## src/rtl/mlp_host_loader_if.sv

```systemverilog
// Byte-stream port between the host bridge and the MLP packet loader.
interface mlp_host_loader_if;
  logic [7:0] s_data;
  logic       s_valid;
  logic       s_ready;
  logic       hold;

  modport master (output s_data, output s_valid, output hold, input s_ready);
  modport slave  (input s_data, input s_valid, input hold, output s_ready);
endinterface

```

## src/rtl/mlp_host_loader.sv

```systemverilog
// Host packet loader: parses TARGET/ADDR/LEN framed packets from a byte
// stream and turns the payload into single-byte writes on the input, weight
// or bias memory ports.
module mlp_host_loader #(
  parameter int INPUT_DEPTH  = 4096,
  parameter int WEIGHT_DEPTH = 16384,
  parameter int BIAS_DEPTH   = 256
) (
  input  logic                clk,
  input  logic                rst_n,
  mlp_host_loader_if.slave    s,
  output logic [15:0]         input_addr_o,
  output logic [7:0]          input_data_o,
  output logic                input_we_o,
  output logic [15:0]         weight_addr_o,
  output logic [7:0]          weight_data_o,
  output logic                weight_we_o,
  output logic [15:0]         bias_addr_o,
  output logic [7:0]          bias_data_o,
  output logic                bias_we_o,
  output logic                busy_o,
  output logic                done_o,
  output logic                err_target_o,
  output logic                err_range_o,
  output logic [15:0]         pkt_count_o
);

  typedef enum logic [2:0] {IDLE, A_HI, A_LO, L_HI, L_LO, DATA} state_t;

  state_t      state_q, state_d;
  logic        ready_q;
  logic [1:0]  tgt_q, tgt_d;
  logic [15:0] addr_q, addr_d;
  logic [15:0] rem_q, rem_d;
  logic [7:0]  len_hi_q, len_hi_d;
  logic [15:0] in_addr_q, in_addr_d, wt_addr_q, wt_addr_d, bs_addr_q, bs_addr_d;
  logic [7:0]  in_data_q, in_data_d, wt_data_q, wt_data_d, bs_data_q, bs_data_d;
  logic        in_we_q, in_we_d, wt_we_q, wt_we_d, bs_we_q, bs_we_d;
  logic        done_q, done_d, err_t_q, err_t_d, err_r_q, err_r_d;
  logic [15:0] pkt_q, pkt_d;
  logic        acc;
  logic [31:0] depth;
  logic        in_rng;

  assign s.s_ready = ready_q & ~s.hold;
  assign acc       = s.s_valid & s.s_ready;

  // Depth of the latched target; the address check is unsigned and 32-bit so
  // depths of 65536 or more simply never drop.
  always_comb begin
    depth = 32'(BIAS_DEPTH);
    case (tgt_q)
      2'd1:    depth = 32'(INPUT_DEPTH);
      2'd2:    depth = 32'(WEIGHT_DEPTH);
      default: depth = 32'(BIAS_DEPTH);
    endcase
  end
  assign in_rng = ({16'd0, addr_q} < depth);

  // All state and registered outputs; ready_q comes up one edge after reset.
  always_ff @(posedge clk or negedge rst_n) begin
    if (!rst_n) begin
      state_q   <= IDLE;
      ready_q   <= 1'b0;
      tgt_q     <= 2'd0;
      addr_q    <= 16'd0;
      rem_q     <= 16'd0;
      len_hi_q  <= 8'd0;
      in_addr_q <= 16'd0; wt_addr_q <= 16'd0; bs_addr_q <= 16'd0;
      in_data_q <= 8'd0;  wt_data_q <= 8'd0;  bs_data_q <= 8'd0;
      in_we_q   <= 1'b0;  wt_we_q   <= 1'b0;  bs_we_q   <= 1'b0;
      done_q    <= 1'b0;
      err_t_q   <= 1'b0;
      err_r_q   <= 1'b0;
      pkt_q     <= 16'd0;
    end else begin
      state_q   <= state_d;
      ready_q   <= 1'b1;
      tgt_q     <= tgt_d;
      addr_q    <= addr_d;
      rem_q     <= rem_d;
      len_hi_q  <= len_hi_d;
      in_addr_q <= in_addr_d; wt_addr_q <= wt_addr_d; bs_addr_q <= bs_addr_d;
      in_data_q <= in_data_d; wt_data_q <= wt_data_d; bs_data_q <= bs_data_d;
      in_we_q   <= in_we_d;   wt_we_q   <= wt_we_d;   bs_we_q   <= bs_we_d;
      done_q    <= done_d;
      err_t_q   <= err_t_d;
      err_r_q   <= err_r_d;
      pkt_q     <= pkt_d;
    end
  end

  // Packet parser: next state, write strobes and status pulses.
  always_comb begin
    state_d   = state_q;
    tgt_d     = tgt_q;
    addr_d    = addr_q;
    rem_d     = rem_q;
    len_hi_d  = len_hi_q;
    in_addr_d = in_addr_q; wt_addr_d = wt_addr_q; bs_addr_d = bs_addr_q;
    in_data_d = in_data_q; wt_data_d = wt_data_q; bs_data_d = bs_data_q;
    in_we_d   = 1'b0; wt_we_d = 1'b0; bs_we_d = 1'b0;
    done_d    = 1'b0;
    err_t_d   = 1'b0;
    err_r_d   = err_r_q;
    pkt_d     = pkt_q;
    if (acc) begin
      case (state_q)
        IDLE: begin
          if (s.s_data >= 8'h01 && s.s_data <= 8'h03) begin
            tgt_d   = s.s_data[1:0];
            err_r_d = 1'b0;
            state_d = A_HI;
          end else begin
            err_t_d = 1'b1;
          end
        end
        A_HI: begin addr_d[15:8] = s.s_data; state_d = A_LO; end
        A_LO: begin addr_d[7:0]  = s.s_data; state_d = L_HI; end
        L_HI: begin len_hi_d     = s.s_data; state_d = L_LO; end
        L_LO: begin
          if ({len_hi_q, s.s_data} == 16'd0) begin
            done_d  = 1'b1;
            pkt_d   = pkt_q + 16'd1;
            state_d = IDLE;
          end else begin
            rem_d   = {len_hi_q, s.s_data};
            state_d = DATA;
          end
        end
        DATA: begin
          if (in_rng) begin
            case (tgt_q)
              2'd1:    begin in_we_d = 1'b1; in_addr_d = addr_q; in_data_d = s.s_data; end
              2'd2:    begin wt_we_d = 1'b1; wt_addr_d = addr_q; wt_data_d = s.s_data; end
              default: begin bs_we_d = 1'b1; bs_addr_d = addr_q; bs_data_d = s.s_data; end
            endcase
          end else begin
            err_r_d = 1'b1;
          end
          addr_d = addr_q + 16'd1;
          rem_d  = rem_q - 16'd1;
          if (rem_q == 16'd1) begin
            done_d  = 1'b1;
            pkt_d   = pkt_q + 16'd1;
            state_d = IDLE;
          end
        end
        default: state_d = IDLE;
      endcase
    end
  end

  assign input_addr_o  = in_addr_q;
  assign input_data_o  = in_data_q;
  assign input_we_o    = in_we_q;
  assign weight_addr_o = wt_addr_q;
  assign weight_data_o = wt_data_q;
  assign weight_we_o   = wt_we_q;
  assign bias_addr_o   = bs_addr_q;
  assign bias_data_o   = bs_data_q;
  assign bias_we_o     = bs_we_q;
  assign busy_o        = (state_q != IDLE);
  assign done_o        = done_q;
  assign err_target_o  = err_t_q;
  assign err_range_o   = err_r_q;
  assign pkt_count_o   = pkt_q;

endmodule

```

## src/flat_wrapper.sv

```systemverilog
// flat-port wrapper written by rule: the top's interface ports become plain ports
module mlp_host_loader_flat 
#(
  parameter int INPUT_DEPTH  = 4096,
  parameter int WEIGHT_DEPTH = 16384,
  parameter int BIAS_DEPTH   = 256
)
  (clk, rst_n, input_addr_o, input_data_o, input_we_o, weight_addr_o, weight_data_o, weight_we_o, bias_addr_o, bias_data_o, bias_we_o, busy_o, done_o, err_target_o, err_range_o, pkt_count_o, s_s_data, s_s_valid, s_hold, s_s_ready);
  mlp_host_loader_if s_i ();
  input  logic clk;
  input  logic rst_n;
  output logic [15:0] input_addr_o;
  output logic [7:0] input_data_o;
  output logic input_we_o;
  output logic [15:0] weight_addr_o;
  output logic [7:0] weight_data_o;
  output logic weight_we_o;
  output logic [15:0] bias_addr_o;
  output logic [7:0] bias_data_o;
  output logic bias_we_o;
  output logic busy_o;
  output logic done_o;
  output logic err_target_o;
  output logic err_range_o;
  output logic [15:0] pkt_count_o;
  input wire logic [$bits(s_i.s_data)-1:0] s_s_data;
  input wire logic [$bits(s_i.s_valid)-1:0] s_s_valid;
  input wire logic [$bits(s_i.hold)-1:0] s_hold;
  output wire logic [$bits(s_i.s_ready)-1:0] s_s_ready;
  assign s_i.s_data = s_s_data;
  assign s_i.s_valid = s_s_valid;
  assign s_i.hold = s_hold;
  assign s_s_ready = s_i.s_ready;
  mlp_host_loader #(.INPUT_DEPTH(INPUT_DEPTH), .WEIGHT_DEPTH(WEIGHT_DEPTH), .BIAS_DEPTH(BIAS_DEPTH)) u_core (.clk(clk), .rst_n(rst_n), .s(s_i), .input_addr_o(input_addr_o), .input_data_o(input_data_o), .input_we_o(input_we_o), .weight_addr_o(weight_addr_o), .weight_data_o(weight_data_o), .weight_we_o(weight_we_o), .bias_addr_o(bias_addr_o), .bias_data_o(bias_data_o), .bias_we_o(bias_we_o), .busy_o(busy_o), .done_o(done_o), .err_target_o(err_target_o), .err_range_o(err_range_o), .pkt_count_o(pkt_count_o));
endmodule
```

## config.mk

```make
export PLATFORM = sky130hd
export DESIGN_NAME = mlp_host_loader_flat
export DESIGN_NICKNAME = d
export VERILOG_FILES = /design/src/rtl/mlp_host_loader_if.sv /design/src/rtl/mlp_host_loader.sv /design/src/flat_wrapper.sv
export SDC_FILE = /design/constraint.sdc
export NUM_CORES = 1
export LEC_CHECK = 0
export ABC_AREA = 1
export BUFFER_PORTS_ARGS = -buffer_cell sky130_fd_sc_hd__buf_2
export CAP_MARGIN = 20
export CORE_MARGIN = 2
export CORE_UTILIZATION = 35
export CTS_BUF_LIST = sky130_fd_sc_hd__clkbuf_4
export DETAILED_ROUTE_END_ITERATION = 7
export PLACE_DENSITY_LB_ADDON = 0.05
export SYNTH_ARGS = -nofsm -noshare
export SYNTH_HDL_FRONTEND = slang
export SYNTH_SLANG_ARGS = --single-unit
```

## constraint.sdc

```tcl
create_clock -name clk -period 1.8 [get_ports clk]
set_input_delay 0.36 -clock clk [delete_from_list [all_inputs] [get_ports clk]]
set_output_delay 0.36 -clock clk [all_outputs]
set_load 0.005 [all_outputs]
```

# After elaboration in Yosys (flattened, before gate mapping)
# Index checks and enable logic that the tools add are counted.
classes:
  addsub: 3
  n_lt_le_gt_ge: 3
  n_eq_ne: 13
  muxes: 34
  bitwise_logic: 4
  n_reduce_logical: 20
op_table:
  columns: ["op", "n"]
  rows:
  - ["case mux 16 bit (2 select lines)", 2]
  - ["two-way mux 16 bit", 3]
  - ["adder 16 x 1 -> 16 bit, second input constant", 2]
  - ["case mux 8 bit (2 select lines)", 2]
  - ["case mux 15 bit (2 select lines)", 1]
  - ["two-way mux 1 bit", 20]
  - ["AND reduction 4 bit", 5]
  - ["case mux 3 bit (6 select lines)", 1]
  - ["equality test 16 x 1 -> 1 bit, second input constant", 1]
  - ["logical NOT 16 bit", 1]
  - ["less-than comparator 16 x 15 -> 1 bit", 1]
  - ["subtractor 16 x 1 -> 16 bit, second input constant", 1]
  - ["two-way mux 3 bit", 3]
  - ["AND reduction 3 bit", 3]
  - [">= comparator 8 x 1 -> 1 bit, second input constant", 1]
  - ["<= comparator 8 x 2 -> 1 bit, second input constant", 1]
  - ["nonzero test 2 bit", 4]
  - ["equality test 3 x 2 -> 1 bit, second input constant", 2]
  - ["equality test 3 bit, second input constant", 2]
  - ["inequality test 2 x 1 -> 1 bit, second input constant", 3]
  - ["AND reduction 2 bit", 3]
  - ["inequality test 2 bit, second input constant", 2]
  - ["case mux 1 bit (2 select lines)", 2]
  - ["equality test 3 x 1 -> 1 bit, second input constant", 1]
  - ["other kinds (8)", 10]
totals:
  regBits: 140
  inputBits: 12
  output_inout_bits: 96

# Depth between registers and ports, before layout
# Gate-level depths: netlist (run 1).
depth:
  word_depth: 6
  mapped_depth: 12

# Worst setup path before layout (run 1)
# No wires, ideal clock.
synth_path:
  path_type: "register to register"
  startpoint: "register u_core.tgt_q[0]"
  endpoint: "register u_core.bs_addr_q[0], in the netlist u_core.bias_addr_o[0]"
  setup_ns: 0.129
  t_arrival_ns: 1.770
  slack_ns: -0.099
  path_stages_with_launch: 13
  path_cell_list: "dfrtp_1 -> inv_1 -> ha_1 -> inv_1 -> ha_1 -> nand2_1 -> nor2_1 -> nor3_2 -> nand4_1 -> buf_2 -> buf_2 -> nand2_1 -> o21ai_1"
synth_via:
  elab_chain_len: 4
synth_lines:
  columns: ["element", "line", "source"]
  rows:
  - ["start: declaration", "mlp_host_loader.sv:32", "logic [1:0] tgt_q, tgt_d;"]
  - ["start signal: assignment", "mlp_host_loader.sv:79", "tgt_q <= tgt_d;"]
  - ["equality test 2 bit or equality test 2 x 1 -> 1 bit (tied branches)", "mlp_host_loader.sv:52, mlp_host_loader.sv:133", null]
  - ["case mux 15 bit (2 select lines) or OR reduction 2 bit (tied branches)", null, null]
  - ["less-than comparator 16 x 15 -> 1 bit or inverter 1 bit (tied branches)", null, null]
  - ["AND reduction 4 bit (no source line) *", null, null]
  - ["end signal: assignment", "mlp_host_loader.sv:83", "in_addr_q <= in_addr_d; wt_addr_q <= wt_addr_d; bs_addr_q <= bs_addr_d;"]
  - ["end: declaration", "mlp_host_loader.sv:36", "logic [15:0] in_addr_q, in_addr_d, wt_addr_q, wt_addr_d, bs_addr_q, bs_addr_d;"]
# Mark *: on every way between the ends. The rest lies on a longest branch, timed or not.
# A chain may end at the register's enable or synchronous reset.

# Worst setup path after layout (run 1)
layout_path:
  startpoint: "register u_core.tgt_q[0]"
  endpoint: "register u_core.wt_data_q[2], in the netlist u_core.weight_data_o[2]"
layout_via:
  elab_chain_len: 4
layout_lines:
  columns: ["element", "line", "source"]
  rows:
  - ["equality test 2 bit or equality test 2 x 1 -> 1 bit (tied branches)", "mlp_host_loader.sv:52, mlp_host_loader.sv:133", null]
  - ["case mux 15 bit (2 select lines)", "mlp_host_loader.sv:52", "case (tgt_q)"]
  - ["less-than comparator 16 x 15 -> 1 bit", "mlp_host_loader.sv:58", "assign in_rng = ({16'd0, addr_q} < depth);"]
  - ["AND reduction 4 bit (no source line) *", null, null]
  - ["end signal: assignment", "mlp_host_loader.sv:84", "in_data_q <= in_data_d; wt_data_q <= wt_data_d; bs_data_q <= bs_data_d;"]
  - ["end: declaration", "mlp_host_loader.sv:37", "logic [7:0] in_data_q, in_data_d, wt_data_q, wt_data_d, bs_data_q, bs_data_d;"]
# Marks and branches as above.

==> results.txt, run 1 <==
The critical path goes through inv_2 -> ha_4 -> inv_2 -> ha_4 -> nand2_4 -> nor2_2 -> nor3_4 -> nand4_1 -> buf_6 -> buf_6 -> buf_4 -> nand2_1 -> o21ai_1. The run gives 0.171 ns as the worst hold-check slack. The initial utilization of the core area, before any placement, comes to 36.0%.

For this run, the number of Yosys warnings is 0. The power density relative to cell area is 890 mW/mm^2. Count of buffering cells on the critical path with inverters included: 5. The cell family contributing the most delay on the critical path was buffers and inverters.

For this run, the register share of the synthesized area comes to 51.5%. Clock tree synthesis found a total of 140 sinks. The switching power as a share of total power was 35.6%; the cell area after placement was 0.00794 sq mm. The final max-slew violation count was 0. The largest fanout on the critical path is 6.

The area share of the largest cell type after synthesis was 51.5%. Fraction of final layout cells sized beyond drive strength 1: 30.7%. By area, the combinational part of the netlist is dominated by simple AND/OR/NAND/NOR gates. The tool flagged a number of max-cap violations equal to 0. Setup repair after global routing could not meet its margin everywhere. The run gives -11.25 ns as the total negative slack for setup checks. In this run the power spent charging and discharging nets is 2.88 mW.

Including well taps, the total number of placed cells is 1261. The later pin in the worst-skew pair is clocked with a latency of 0.55 ns. The final critical-path share of the clock period came out at 112%.

For this run, the leading register cell type out of synthesis is sky130_fd_sc_hd__dfrtp_1. After synthesis, the netlist uses 28 different library cells. The number of antenna violations at the first check in global routing is 1, and the fraction of registers with async set or reset after synthesis is 100%. The largest stage delay on the critical path works out to 0.41 ns. The detailed-router iteration count before antenna repair is 5, and the area added between synthesis and finish is 33.6%.

From bottom edge to top edge, the die measures 143 um. The logs give 46.0% for the relative contribution of sequential cells to total power and 0.0205 sq mm for the full die area. The final reports fail on setup timing. Power share of the combinational group: 26.4%. Type of element launching the critical path: a register.

The finished layout holds 1322 standard cells, fillers aside. Input and output buffers added on the ports amount to 107. The number of cells produced by synthesis was 871. In this run the critical register-to-register path is launched from u_core.tgt_q[0]. For the maximum number of pins on one net before global-route repair, the log shows 44.

The logs give 4 for the deepest level of the CTS H-tree and 8.08 mW for the final total power. For flop-to-flop paths, the worst setup slack is -0.21 ns. For the worst setup path, the data required time is 2.24 ns. The violation count after the first detailed-route iteration was 402. The type of the tightest min-delay check was in2reg. In this run the core area contains 50 standard-cell rows.

The synthesized area per cell was 7.80 sq um. The total core area is 0.0189 sq mm, and the overall routed net length is 20.5 mm. Cell at the root of the clock tree: sky130_fd_sc_hd__clkbuf_4. The finished cells cover 0.00908 sq mm. The number of cells on the worst reg-to-reg path is 13.

The logs give 2.45 ns for the arrival time of the worst setup path and 0.497 GHz for the maximum frequency from static timing analysis. In this run, CTS created clock tree buffers numbering 17. After global routing the overflow that remains totals 0.

The worst-case setup margin in the final layout is -0.213 ns, and the wire length per cell is 15.5 um. The worst hold path was traced through 3 stages. The longest clock path from root to sink contains 2 buffers. The maximum vdd ir drop was 0.499 mV. The synthesized design contains 0 enable-type register cells.

The endpoint kind of the worst setup timing path is a register. The critical register-to-register path endpoint is u_core.weight_data_o[2]. For this run, the post-layout net count is 1070.

After filler insertion, the fill cell instance count of the layout stands at 1947. The total nets after synthesis came out at 893. The slowest stage of the critical path belongs to the cell sky130_fd_sc_hd__dfrtp_1. TritonCTS built the clock tree. Setup violations remaining at the end of the flow were counted as 75. The number of global-route vias before repair came out at 5757.

After Yosys synthesis, XOR and XNOR cells account for 1.93% of the synthesized area. The run gives 0 as the final-report hold violation count. At the end of routability-driven placement, the weighted congestion stood at 0.850. The count of nets left with antenna violations once routing finished came out at 0. The minimum clock period was 2.01 ns. The launch point of the worst hold path was s_s_valid. The hold-critical path endpoint was u_core.done_o.

The post-layout utilization of the core is 48.1%. Across all layers, the routed design uses 6298 vias. On the final layout, the worst clock skew is 0.0220 ns.

Of the total synthesized cell area, the portion taken by full adders, half adders and majority gates is 1.84%. Synthesis inferred 140 register bits. After synthesis, the share of cell area in mux cells is 0%.

After detailed routing, the number of remaining DRC violations is 0. The critical setup path kind is reg2reg. The run finished, with violations left.

The largest total area in the synthesized netlist belongs to sky130_fd_sc_hd__dfrtp_1. The die width is 143 um, and the via density per instance is 4.76. Timing analysis after detailed placement gives a worst setup slack of -0.203 ns.

Internal power comes to 5.21 mW. The HPWL reported at the end of detailed placement was 14.1 mm; the clock network fraction of total power was 27.6%. Global routing used 19.7% of the available tracks. The mapped netlist covers 0.00680 sq mm.

The post-CTS clock slew at the launch and capture registers of the worst setup and hold paths is 0.13 ns. For the static leakage power, the log shows 4.62 nW. Compound-gate portion of the synthesized area: 10.5%. In the post-synthesis netlist, the biggest area contributors are sky130_fd_sc_hd__dfrtp_1, sky130_fd_sc_hd__nand2_1, sky130_fd_sc_hd__nor2_1.

Pin placement for this block handled 108 I/O pins. The simple logic cell fraction of the synthesized area is 27.2%, and the global-route wire length before repair is 31.2 mm.
cell usage after synthesis, drive strengths merged (3+ instances only):
cell / count
nand2: 303
dfrtp: 140
o21ai: 116
nor2: 88
inv: 78
nand3: 43
buf: 22
a21oi: 20
nand4: 11
ha: 10
xnor2: 10
nor3: 7
clkbuf: 6
xor2: 5
or2: 4
a31oi: 3
state kept, by name (all words and copies together) (netlist names):
signal                cells
u_core.addr_q            16
u_core.bias_addr_o       16
u_core.input_addr_o      16
u_core.pkt_count_o       16
u_core.rem_q             16
u_core.weight_addr_o     16
u_core.bias_data_o        8
u_core.input_data_o       8
u_core.len_hi_q           8
u_core.weight_data_o      8
u_core.state_q            3
u_core.tgt_q              2
u_core.bias_we_o          1
u_core.done_o             1
u_core.err_range_o        1
u_core.err_target_o       1
u_core.input_we_o         1
u_core.ready_q            1
u_core.weight_we_o        1
power groups by stage:
| stage | Sequential (mW) | Clock [mW] | Combinational [mW] |
|---|---|---|---|
| after global routing | 3.76 | 2.45 | 2.40 |
| after detailed placement | 3.75 | 0 | 1.80 |
| final | 3.72 | 2.23 | 2.14 |
| after floorplan | 3.69 | 0 | 1.02 |
| after global placement | 3.75 | 0 | 1.80 |
| after CTS | 3.71 | 2.31 | 1.99 |
worst max path at each step:
| stage | startpoint | endpoint | slack, ns | cells after the start |
|---|---|---|---|---|
| after floorplan | u_core.tgt_q[0] | u_core.weight_addr_o[5] | -0.06 | 12 |
| after global placement | u_core.tgt_q[0] | u_core.input_addr_o[4] | -0.17 | 12 |
| after detailed placement | u_core.tgt_q[0] | u_core.input_addr_o[3] | -0.20 | 12 |
| after CTS | u_core.tgt_q[1] | u_core.weight_addr_o[12] | -0.19 | 12 |
| after global routing | u_core.tgt_q[0] | u_core.weight_addr_o[12] | -0.34 | 13 |
| final | u_core.tgt_q[0] | u_core.weight_data_o[2] | -0.21 | 13 |
cell families after synthesis:
group | Yosys count
flip-flops | 140
XOR/XNOR | 15
buffers and inverters | 106
other | 1
adder cells (fa/ha/maj) | 10
AND/OR/NAND/NOR | 458
AO/OA/AOI/OAI | 141
layout by cell type, fill, tap and decap left out, types with 4 or more instances in the layout:
cell                        count
sky130_fd_sc_hd__a21oi_1       20
sky130_fd_sc_hd__buf_12         8
sky130_fd_sc_hd__buf_2        106
sky130_fd_sc_hd__buf_4         44
sky130_fd_sc_hd__buf_6         15
sky130_fd_sc_hd__buf_8          6
sky130_fd_sc_hd__clkbuf_16      5
sky130_fd_sc_hd__clkbuf_4      19
sky130_fd_sc_hd__clkinv_4       5
sky130_fd_sc_hd__dfrtp_1      139
sky130_fd_sc_hd__ha_4           6
sky130_fd_sc_hd__inv_1         67
sky130_fd_sc_hd__inv_2          8
sky130_fd_sc_hd__nand2_1      252
sky130_fd_sc_hd__nand2_2       43
sky130_fd_sc_hd__nand2_4        8
sky130_fd_sc_hd__nand3_1       40
sky130_fd_sc_hd__nand4_1       11
sky130_fd_sc_hd__nor2_1        77
sky130_fd_sc_hd__nor2_2         7
sky130_fd_sc_hd__nor2_4         4
sky130_fd_sc_hd__nor3_1         5
sky130_fd_sc_hd__o21ai_0       47
sky130_fd_sc_hd__o21ai_1       50
sky130_fd_sc_hd__o21ai_2       19
sky130_fd_sc_hd__or2_2          4
sky130_fd_sc_hd__xnor2_1       10
sky130_fd_sc_hd__xor2_1         5
layout make-up:
class,count,area (sq um),area share [%]
multi-input cells,625,3200,35.2
diodes,1,2.50,0.0276
clock buffers,19,143,1.57
clock inverters,13,166,1.83
repair buffers,186,1440,15.9
flip-flops and latches,140,3500,38.6
inverters,78,300,3.31
well taps,260,325,3.58
tightest hold or removal path, cell delays in order:
cell                      delay (ns)
sky130_fd_sc_hd__buf_2          0.10
sky130_fd_sc_hd__nand2_1        0.16
sky130_fd_sc_hd__a21oi_1        0.07
metal layers:
layer  part of all wire, %  track usage (%)  up-vias
met5                     0                0        -
met4                  0.62             4.18        0
met3                   4.2             4.03        9
met2                    44             29.4      135
met1                    51             29.5     3007
li1                      -                -     3147
timing repair:
action                                 4_1_cts  5_1_grt
hold buffers                                 1        0
gates cloned                                 5        7
pin swaps                                   13       11
gates resized for setup                     62      103
buffers inserted                            17        1
endpoints found under the hold margin       38        0
setup endpoints to repair                   76      103
Power figures use the tool's default switching activity.
==> run 2, diff against run 1 <==
--- a/constraint.sdc
+++ b/constraint.sdc
@@ -3,2 +3,2 @@
 set_output_delay 0.36 -clock clk [all_outputs]
-set_load 0.005 [all_outputs]
+set_load 0.05 [all_outputs]
==> run 2 against run 1 <==
Against the previous run: the flow still finishes with violations (setup timing); combinational power grew 9%; sequential power hardly changed; sequential share of layout area fell by 1.6 points; power grew 3.3%; flip-flop and latch count did not move; via count is 1.5% higher; critical path depth down 1; register-to-register slack got worse by 0.15 ns; final cell count rose by 0.23%; largest power group unchanged; wire length rose by 7.8%; first-iteration DRC count shrank 0.75%.
==> results.txt, run 2 (synthesis results as in run 1) <==
For the total core area, the log shows 0.0189 sq mm (unchanged). The run finished, with violations left. The minimum clock period is 2.16 ns (+0.149 ns), and the final worst clock skew is 0.0311 ns (+0.00906 ns). The tools report the number of setup violations in the final report as 75 (unchanged).

The placer congestion estimate came out at 0.828 (-2.6%). The largest stage delay on the critical path was 0.47 ns (+0.06 ns); the cell count along the critical path was 12 (-1). The starting utilization of the core area is 36.0% (unchanged), and the number of antenna violations at the first check in global routing is 1 (unchanged).

Type of the tightest min-delay check: in2reg. For the static leakage power, the log shows 4.78 nW (+3.4%). The final reports fail on setup timing.

The global-route wire length before repair is 33.6 mm (+7.8%). The overall routed net length was 22.1 mm (+7.8%). The number of buffers created by CTS was 17 (unchanged); the total routing resource utilization after global routing was 21.5% (+1.8 points).

The worst-skew pair later-pin latency came out at 0.55 ns (about the same). The count of buffering cells on the critical path with inverters included came out at 4 (-1). The post-CTS clock slew at the launch and capture registers of the worst setup and hold paths was 0.13 ns (about the same).

The logs give 2 (unchanged) for the number of buffers between clock root and the deepest sink and 0 (unchanged) for the total overflow reported by the global router. The run gives 399 (-0.75%) as the violation count after the first detailed-route iteration. The maximum vdd ir drop is 0.502 mV (+0.64%), and the final-stage net count is 1073 (+0.28%). For the final-report hold violation count, the log shows 0 (unchanged). Number of cells on the worst reg-to-reg path: 12 (-1). The tools report the maximum number of pins on one net before global-route repair as 44 (unchanged). Number of ports placed on the die boundary: 108 (unchanged).

For the cell area after placement, the log shows 0.00796 sq mm (+0.28%). For the post-layout utilization of the core, the log shows 50.1% (+2.1 points). The final critical-path share of the clock period is 120% (+8.3 points), and the final total power is 8.35 mW (+3.3%).

The fraction of final layout cells sized beyond drive strength 1 is 32.7% (+2.0 points), and the largest fanout on the critical path is 6 (unchanged). Final max-slew violation count: 0 (unchanged). Max-capacitance violation count: 0 (unchanged).

Cell family contributing the most delay on the critical path: simple AND/OR/NAND/NOR gates. The wire length per cell was 16.7 um (+7.6%). Finished layout cell area: 0.00947 sq mm (+4.3%). The run gives 13.8 mm (-1.7%) as the HPWL reported at the end of detailed placement.

The maximum frequency from static timing analysis is 0.463 GHz (-6.9%). Leaving out fill and tap cells, the most frequent cells in the layout are sky130_fd_sc_hd__nand2_1, sky130_fd_sc_hd__dfrtp_1, sky130_fd_sc_hd__buf_2. The worst-case setup margin in the final layout was -0.362 ns (-0.149 ns). The CTS sink count is 140 (unchanged). The number of vias after detailed routing came out at 6393 (+1.5%). The critical-path cell with the highest stage delay was sky130_fd_sc_hd__dfrtp_2. The number of filler instances in the final layout came out at 1903 (-2.3%). Setup repair after global routing could not meet its margin everywhere.

TritonCTS built the clock tree. The endpoint kind of the worst setup timing path is a register. The worst setup path is of the reg2reg kind.

The area added between synthesis and finish is 39.4%, and the number of port buffers is 107 (unchanged). The DRC violation count after routing is 0 (unchanged). The run gives -23.13 ns (-11.88 ns) as the total negative slack for setup checks. The required time reported for the critical path endpoint was 2.24 ns (about the same); the detailed-router iteration count before antenna repair was 6 (+1). The cell at the root of the clock tree is sky130_fd_sc_hd__clkbuf_4.

The via density per instance was 4.82 (+1.3%); the cell depth of the worst min-delay path was 3 (unchanged). Most common cell after layout, fill and taps aside: sky130_fd_sc_hd__nand2_1. The power density relative to cell area came out at 881 mW/mm^2 (-1.0%). The logs give 4 (unchanged) for the deepest level of the CTS H-tree and 50 (unchanged) for the count of standard-cell rows.

The tools report the number of nets still failing antenna checks after routing as 0 (unchanged). The arrival time of the worst setup path was 2.60 ns (+0.15 ns). The die width works out to 143 um (unchanged). The full die area was 0.0205 sq mm (unchanged); the vertical die dimension was 143 um (unchanged).

The tools report the type of element launching the critical path as a register. The critical path goes through inv_2 -> ha_4 -> inv_4 -> ha_4 -> nor2_4 -> nor2_4 -> nor3_4 -> nand4_1 -> buf_6 -> clkbuf_16 -> nand2_2 -> o21ai_1. The number of global-route vias before repair is 5926 (+2.9%).
run 2: cell types whose count changed in the layout (fill, tap and decap cells not counted), moves of 4 or more:
cell / before / now
sky130_fd_sc_hd__nand2_2: 43 / 33
sky130_fd_sc_hd__buf_16: 1 / 8
sky130_fd_sc_hd__o21ai_1: 50 / 36
sky130_fd_sc_hd__o21ai_2: 19 / 34
sky130_fd_sc_hd__buf_8: 6 / 1
sky130_fd_sc_hd__nand2_1: 252 / 248
sky130_fd_sc_hd__nand2_4: 8 / 22
sky130_fd_sc_hd__buf_12: 8 / 19
sky130_fd_sc_hd__buf_6: 15 / 9
run 2: worst paths after layout:
kind                                  startpoint                 endpoint  slack (ns)
setup reg to reg                 u_core.tgt_q[1]  u_core.weight_data_o[1]       -0.36
hold / removal                       s_s_data[1]         u_core.addr_q[1]        0.20
hold reg to reg            u_core.bias_addr_o[8]    u_core.bias_addr_o[8]        0.49
setup / recovery                 u_core.tgt_q[1]  u_core.weight_data_o[1]       -0.36
min in group asynchronous                  rst_n  u_core.input_addr_o[15]        0.26
max in group asynchronous                  rst_n          u_core.rem_q[6]        0.90
run 2: through the flow:
stage	hold slack (ns)	worst slack [ns]	std cells
floorplan	0.0644	-0.0768	871
global placement	0.294	-0.122	1258
detailed placement	0.291	-0.176	1258
CTS	0.155	-0.199	1323
global route	0.151	-0.433	1325
finish	0.199	-0.362	1325
run 2: per-layer routing:
metal | routed length (um) | up-vias | track usage (%)
li1 | - | 3158 | -
met1 | 11200 | 3087 | 32.9
met2 | 9750 | 136 | 31.7
met3 | 926 | 12 | 4.27
met4 | 221 | 0 | 4.02
met5 | 0 | - | 0
run 2: worst register-to-register path: stages (launching register included):
cell and delay, ns:
sky130_fd_sc_hd__dfrtp_2 0.47, sky130_fd_sc_hd__inv_2 0.10, sky130_fd_sc_hd__ha_4 0.15, sky130_fd_sc_hd__inv_4 0.03, sky130_fd_sc_hd__ha_4 0.15, sky130_fd_sc_hd__nor2_4 0.12
sky130_fd_sc_hd__nor2_4 0.05, sky130_fd_sc_hd__nor3_4 0.26, sky130_fd_sc_hd__nand4_1 0.24, sky130_fd_sc_hd__buf_6 0.22, sky130_fd_sc_hd__clkbuf_16 0.18, sky130_fd_sc_hd__nand2_2 0.05
sky130_fd_sc_hd__o21ai_1 0.05
run 2: final cells by class:
type | instances | area (sq um) | area share (%)
diodes | 1 | 2.50 | 0.0264
clock inverters | 14 | 180 | 1.90
repair buffers | 189 | 1670 | 17.6
clock buffers | 18 | 135 | 1.43
well taps | 260 | 325 | 3.43
multi-input cells | 625 | 3340 | 35.2
inverters | 78 | 313 | 3.30
flip-flops and latches | 140 | 3510 | 37.0
run 2: where the power goes:
group	switching, mW	internal [mW]
Combinational	1.48	0.842
Sequential	0.312	3.40
Clock	1.30	1.01
run 2: what timing repair did:
action / in CTS / in global routing
hold buffers: 1 / 0
cloned: 14 / 4
buffers inserted: 18 / 5
gates resized for setup: 111 / 97
setup endpoints to repair: 76 / 86
hold endpoints to repair: 44 / 0
pin swaps: 2 / 12
==> run 3, diff against run 2 <==
- ABC_AREA: 1 -> unset
==> run 3 against run 2 <==
Against the previous run: the flow still finishes with violations (setup timing); power is 36% higher; synthesized cell count is 36% lower; first-iteration DRC count is 22% lower; critical endpoint is now u_core.weight_data_o[7]; largest power group is now combinational logic; highest routed layer unchanged.
==> results.txt, run 3 <==
The wire length per cell is 18.6 um (+11%). The final reports fail on setup timing. The number of port buffers was 107 (unchanged). The number of antenna violations at the first check in global routing is 1 (unchanged), and the total core area is 0.0179 sq mm (-5.2%). The violation count after the first detailed-route iteration was 312 (-22%). The maximum vdd ir drop is 0.690 mV (+37%). The area added between synthesis and finish was 45.5%; the number of cells produced by synthesis was 554 (-36%). Leaving out fill and tap cells, the most frequent cell in the layout is sky130_fd_sc_hd__dfrtp_1.

The run gives 46.9% (+19 points) as the power share of the combinational group. The tools report the worst setup path endpoint as u_core.weight_data_o[7]. In this run the critical register-to-register path is captured at u_core.weight_data_o[7]. The fraction of registers with async set or reset after synthesis was 100% (unchanged). Post-CTS clock slew at the launch and capture registers of the worst setup and hold paths: 0.14 ns (about the same). In the synthesized netlist, the cells that appear most often are sky130_fd_sc_hd__dfrtp_1, sky130_fd_sc_hd__mux2_2, sky130_fd_sc_hd__o21ai_0. The worst-skew pair later-pin latency is 0.56 ns (about the same). TritonCTS built the clock tree.

The starting utilization of the core area was 35.4% (-0.54 points); the final worst clock skew was 0.0273 ns (-0.00378 ns). The tools report the count of unique library cells instantiated by Yosys as 50 (+79%). The run gives 0.447 GHz (-3.3%) as the maximum frequency from static timing analysis. The flow ran to the end, but the final reports show violations. Startpoint of the most critical register-to-register path: u_core.tgt_q[0].

sky130_fd_sc_hd__dfrtp_1 takes more of the synthesized area than any other cell. The flip-flop and latch count after synthesis is 140 (unchanged), and the via density per instance is 5.17 (+7.2%). STA classifies the critical path startpoint as a register. The switching power as a share of total power is 40.8% (+3.8 points), and the number of buffers created by CTS is 17 (unchanged).

The number of cells on the worst reg-to-reg path is 10 (-2), and the required time reported for the critical path endpoint is 2.25 ns (about the same). The launching element of the worst setup path is u_core.tgt_q[0]. The critical setup path kind was reg2reg. Vertical die dimension: 139 um (-3.3%).

Sum of met3 wire segment lengths after detailed routing: 1.12 mm (+21%). The arrival time of the worst setup path was 2.69 ns (+0.09 ns); the DRC violation count after routing was 0 (unchanged). The area share of the largest cell type after synthesis was 55.2% (+3.7 points). For the CTS sink count, the log shows 140 (unchanged). Setup repair after global routing could not meet its margin everywhere. The final critical-path share of the clock period works out to 124% (+4.1 points). Number of vias after detailed routing: 5361 (-16%). The finished layout cell area came out at 0.00923 sq mm (-2.6%). The worst setup path is captured at a register. The placer congestion estimate is 0.840 (+1.4%), and the synthesis warning total is 0 (unchanged). The overall routed net length was 19.2 mm (-13%); the total overflow reported by the global router was 0 (unchanged).

The logs give 4.69 nW (-1.8%) for the static leakage power and -0.44 ns (-0.07 ns) for the internal reg-to-reg setup slack. Number of setup violations in the final report: 108 (+44%). The minimum clock period works out to 2.24 ns (+0.0735 ns).

In the post-synthesis netlist, the biggest area contributors are sky130_fd_sc_hd__dfrtp_1, sky130_fd_sc_hd__mux2_2, sky130_fd_sc_hd__o21ai_0. The run gives 0 (unchanged) as the final max-slew violation count. The tightest min-delay check is of the in2async type. The met1 wire length was 8.99 mm (-20%); the global-route wire length before repair was 29.7 mm (-12%). For the total negative slack for setup checks, the log shows -30.82 ns (-7.69 ns). The cell with the most instances after synthesis is sky130_fd_sc_hd__dfrtp_1. After detailed routing, no signal wire sits above met4. The run gives 37.4% (-7.1 points) as the relative contribution of sequential cells to total power. The fraction of final layout cells sized beyond drive strength 1 came out at 53.5% (+21 points).

The synthesized area per cell is 11.5 sq um (+47%). The total routing resource utilization after global routing is 19.8% (-1.6 points), and the final-report hold violation count is 0 (unchanged). For this run, the leading register cell type out of synthesis is sky130_fd_sc_hd__dfrtp_1. The number of flops mapped to enable cells by yosys came out at 0 (unchanged).

The cell area after placement was 0.00797 sq mm (+0.13%); the full die area was 0.0192 sq mm (-6.5%). The max-capacitance violation count is 0 (unchanged). In the layout the commonest cells are sky130_fd_sc_hd__dfrtp_1, sky130_fd_sc_hd__buf_2, sky130_fd_sc_hd__buf_4.

The worst-case setup margin in the final layout was -0.435 ns (-0.0735 ns); the net load switching power was 4.64 mW (+50%). The total length of routed met2 wires was 8.86 mm (-9.2%); the number of ports placed on the die boundary was 108 (unchanged). Final-stage net count: 816 (-24%). The register area share after synthesis was 55.2% (+3.7 points). The number of nets still failing antenna checks after routing is 0 (unchanged).

The cell sitting at the root of the clock tree is a sky130_fd_sc_hd__clkbuf_4. The run gives 6.72 mW (+28%) as the internal power consumption. The run gives 11.4 mW (+36%) as the final total power. The HPWL reported at the end of detailed placement was 12.0 mm (-13%). Total standard cell area after synthesis: 0.00634 sq mm (-6.7%). The largest fanout on the critical path is 6 (unchanged), and the power density relative to cell area is 1230 mW/mm^2 (+40%).

The minimum setup slack after placement is -0.519 ns (-0.344 ns). For the maximum number of pins on one net before global-route repair, the log shows 59 (+34%). The count of standard-cell rows came out at 49 (-2.0%). The number of buffers between clock root and the deepest sink was 2 (unchanged); the detailed-router iteration count before antenna repair was 4 (-2). The logs give 5470 (-7.7%) for the number of global-route vias before repair and 0.140 ns (-0.0593 ns) for the worst hold-check slack. The die width is 139 um (-3.3%).

Deepest level of the CTS H-tree: 4 (unchanged). Total nets after synthesis: 576 (-35%). For the clock network fraction of total power, the log shows 15.7% (-12 points).
run 3: power groups by stage:
stage	clock network, mW	logic, mW	registers [mW]
3_5_place_dp	0	4.30	4.26
2_1_floorplan	0	1.74	4.98
4_1_cts	1.86	4.92	4.20
5_1_grt	2.01	5.72	4.33
3_3_place_gp	0	4.25	4.23
6_report	1.78	5.33	4.25
run 3: worst max-delay path, cell delays in order (launching register included):
cell                        delay [ns]
sky130_fd_sc_hd__dfrtp_1          0.46
sky130_fd_sc_hd__ha_4             0.20
sky130_fd_sc_hd__inv_4            0.05
sky130_fd_sc_hd__ha_4             0.18
sky130_fd_sc_hd__a21boi_4         0.14
sky130_fd_sc_hd__o31ai_4          0.23
sky130_fd_sc_hd__buf_4            0.15
sky130_fd_sc_hd__nand4_1          0.09
sky130_fd_sc_hd__buf_6            0.17
sky130_fd_sc_hd__clkbuf_16        0.17
sky130_fd_sc_hd__mux2_4           0.29
run 3: cell families (layout without fill, tap and decap cells):
family	count (synthesis)	count (layout)	share of synthesized area [%]
xor+xnor	15	15	2.07
other cells	1	2	0.0591
simple gates	148	148	12.4
fa+ha+maj	10	10	1.97
compound gates	122	124	11.9
buf+inv	39	289	2.39
flops	140	140	55.2
mux	79	79	14.0
run 3: layout make-up:
cell class / instances / area [sq um]
clock buffers: 18 / 135
multi-input cells: 377 / 3150
repair buffers: 247 / 2000
flip-flops and latches: 140 / 3500
well taps: 229 / 287
clock inverters: 13 / 95.1
inverters: 11 / 52.6
fillers: 1608 / 8670
diodes: 1 / 2.50
run 3: metal layers:
layer | track usage [%] | vias to the layer above
li1 | - | 2508
met2 | 31.9 | 156
met5 | 0 | -
met3 | 4.94 | 22
met1 | 27.0 | 2675
met4 | 5.26 | 0
run 3: worst min-delay path by stage:
stage                                     endpoint  cells after the start
after floorplan                   u_core.addr_q[0]                      0
after global placement    u_core.weight_addr_o[12]                      1
after detailed placement  u_core.weight_addr_o[15]                      1
after CTS                   u_core.bias_addr_o[15]                      2
after global routing      u_core.weight_addr_o[15]                      2
final                     u_core.weight_addr_o[15]                      2
run 3: through the flow:
stage,cells,util [%]
after floorplan,554,-
after global placement,961,44.5
after detailed placement,961,44.5
after CTS,1020,49.2
after global routing,1036,51.5
final,1036,51.5
run 3: repair_timing:
action / in CTS / in global routing
gates cloned: 7 / 4
hold buffers: 1 / 0
setup buffers: 20 / 14
endpoints found under the hold margin: 140 / 0
gates resized for setup: 76 / 64
setup endpoints to repair: 116 / 136
pin swaps: 20 / 23
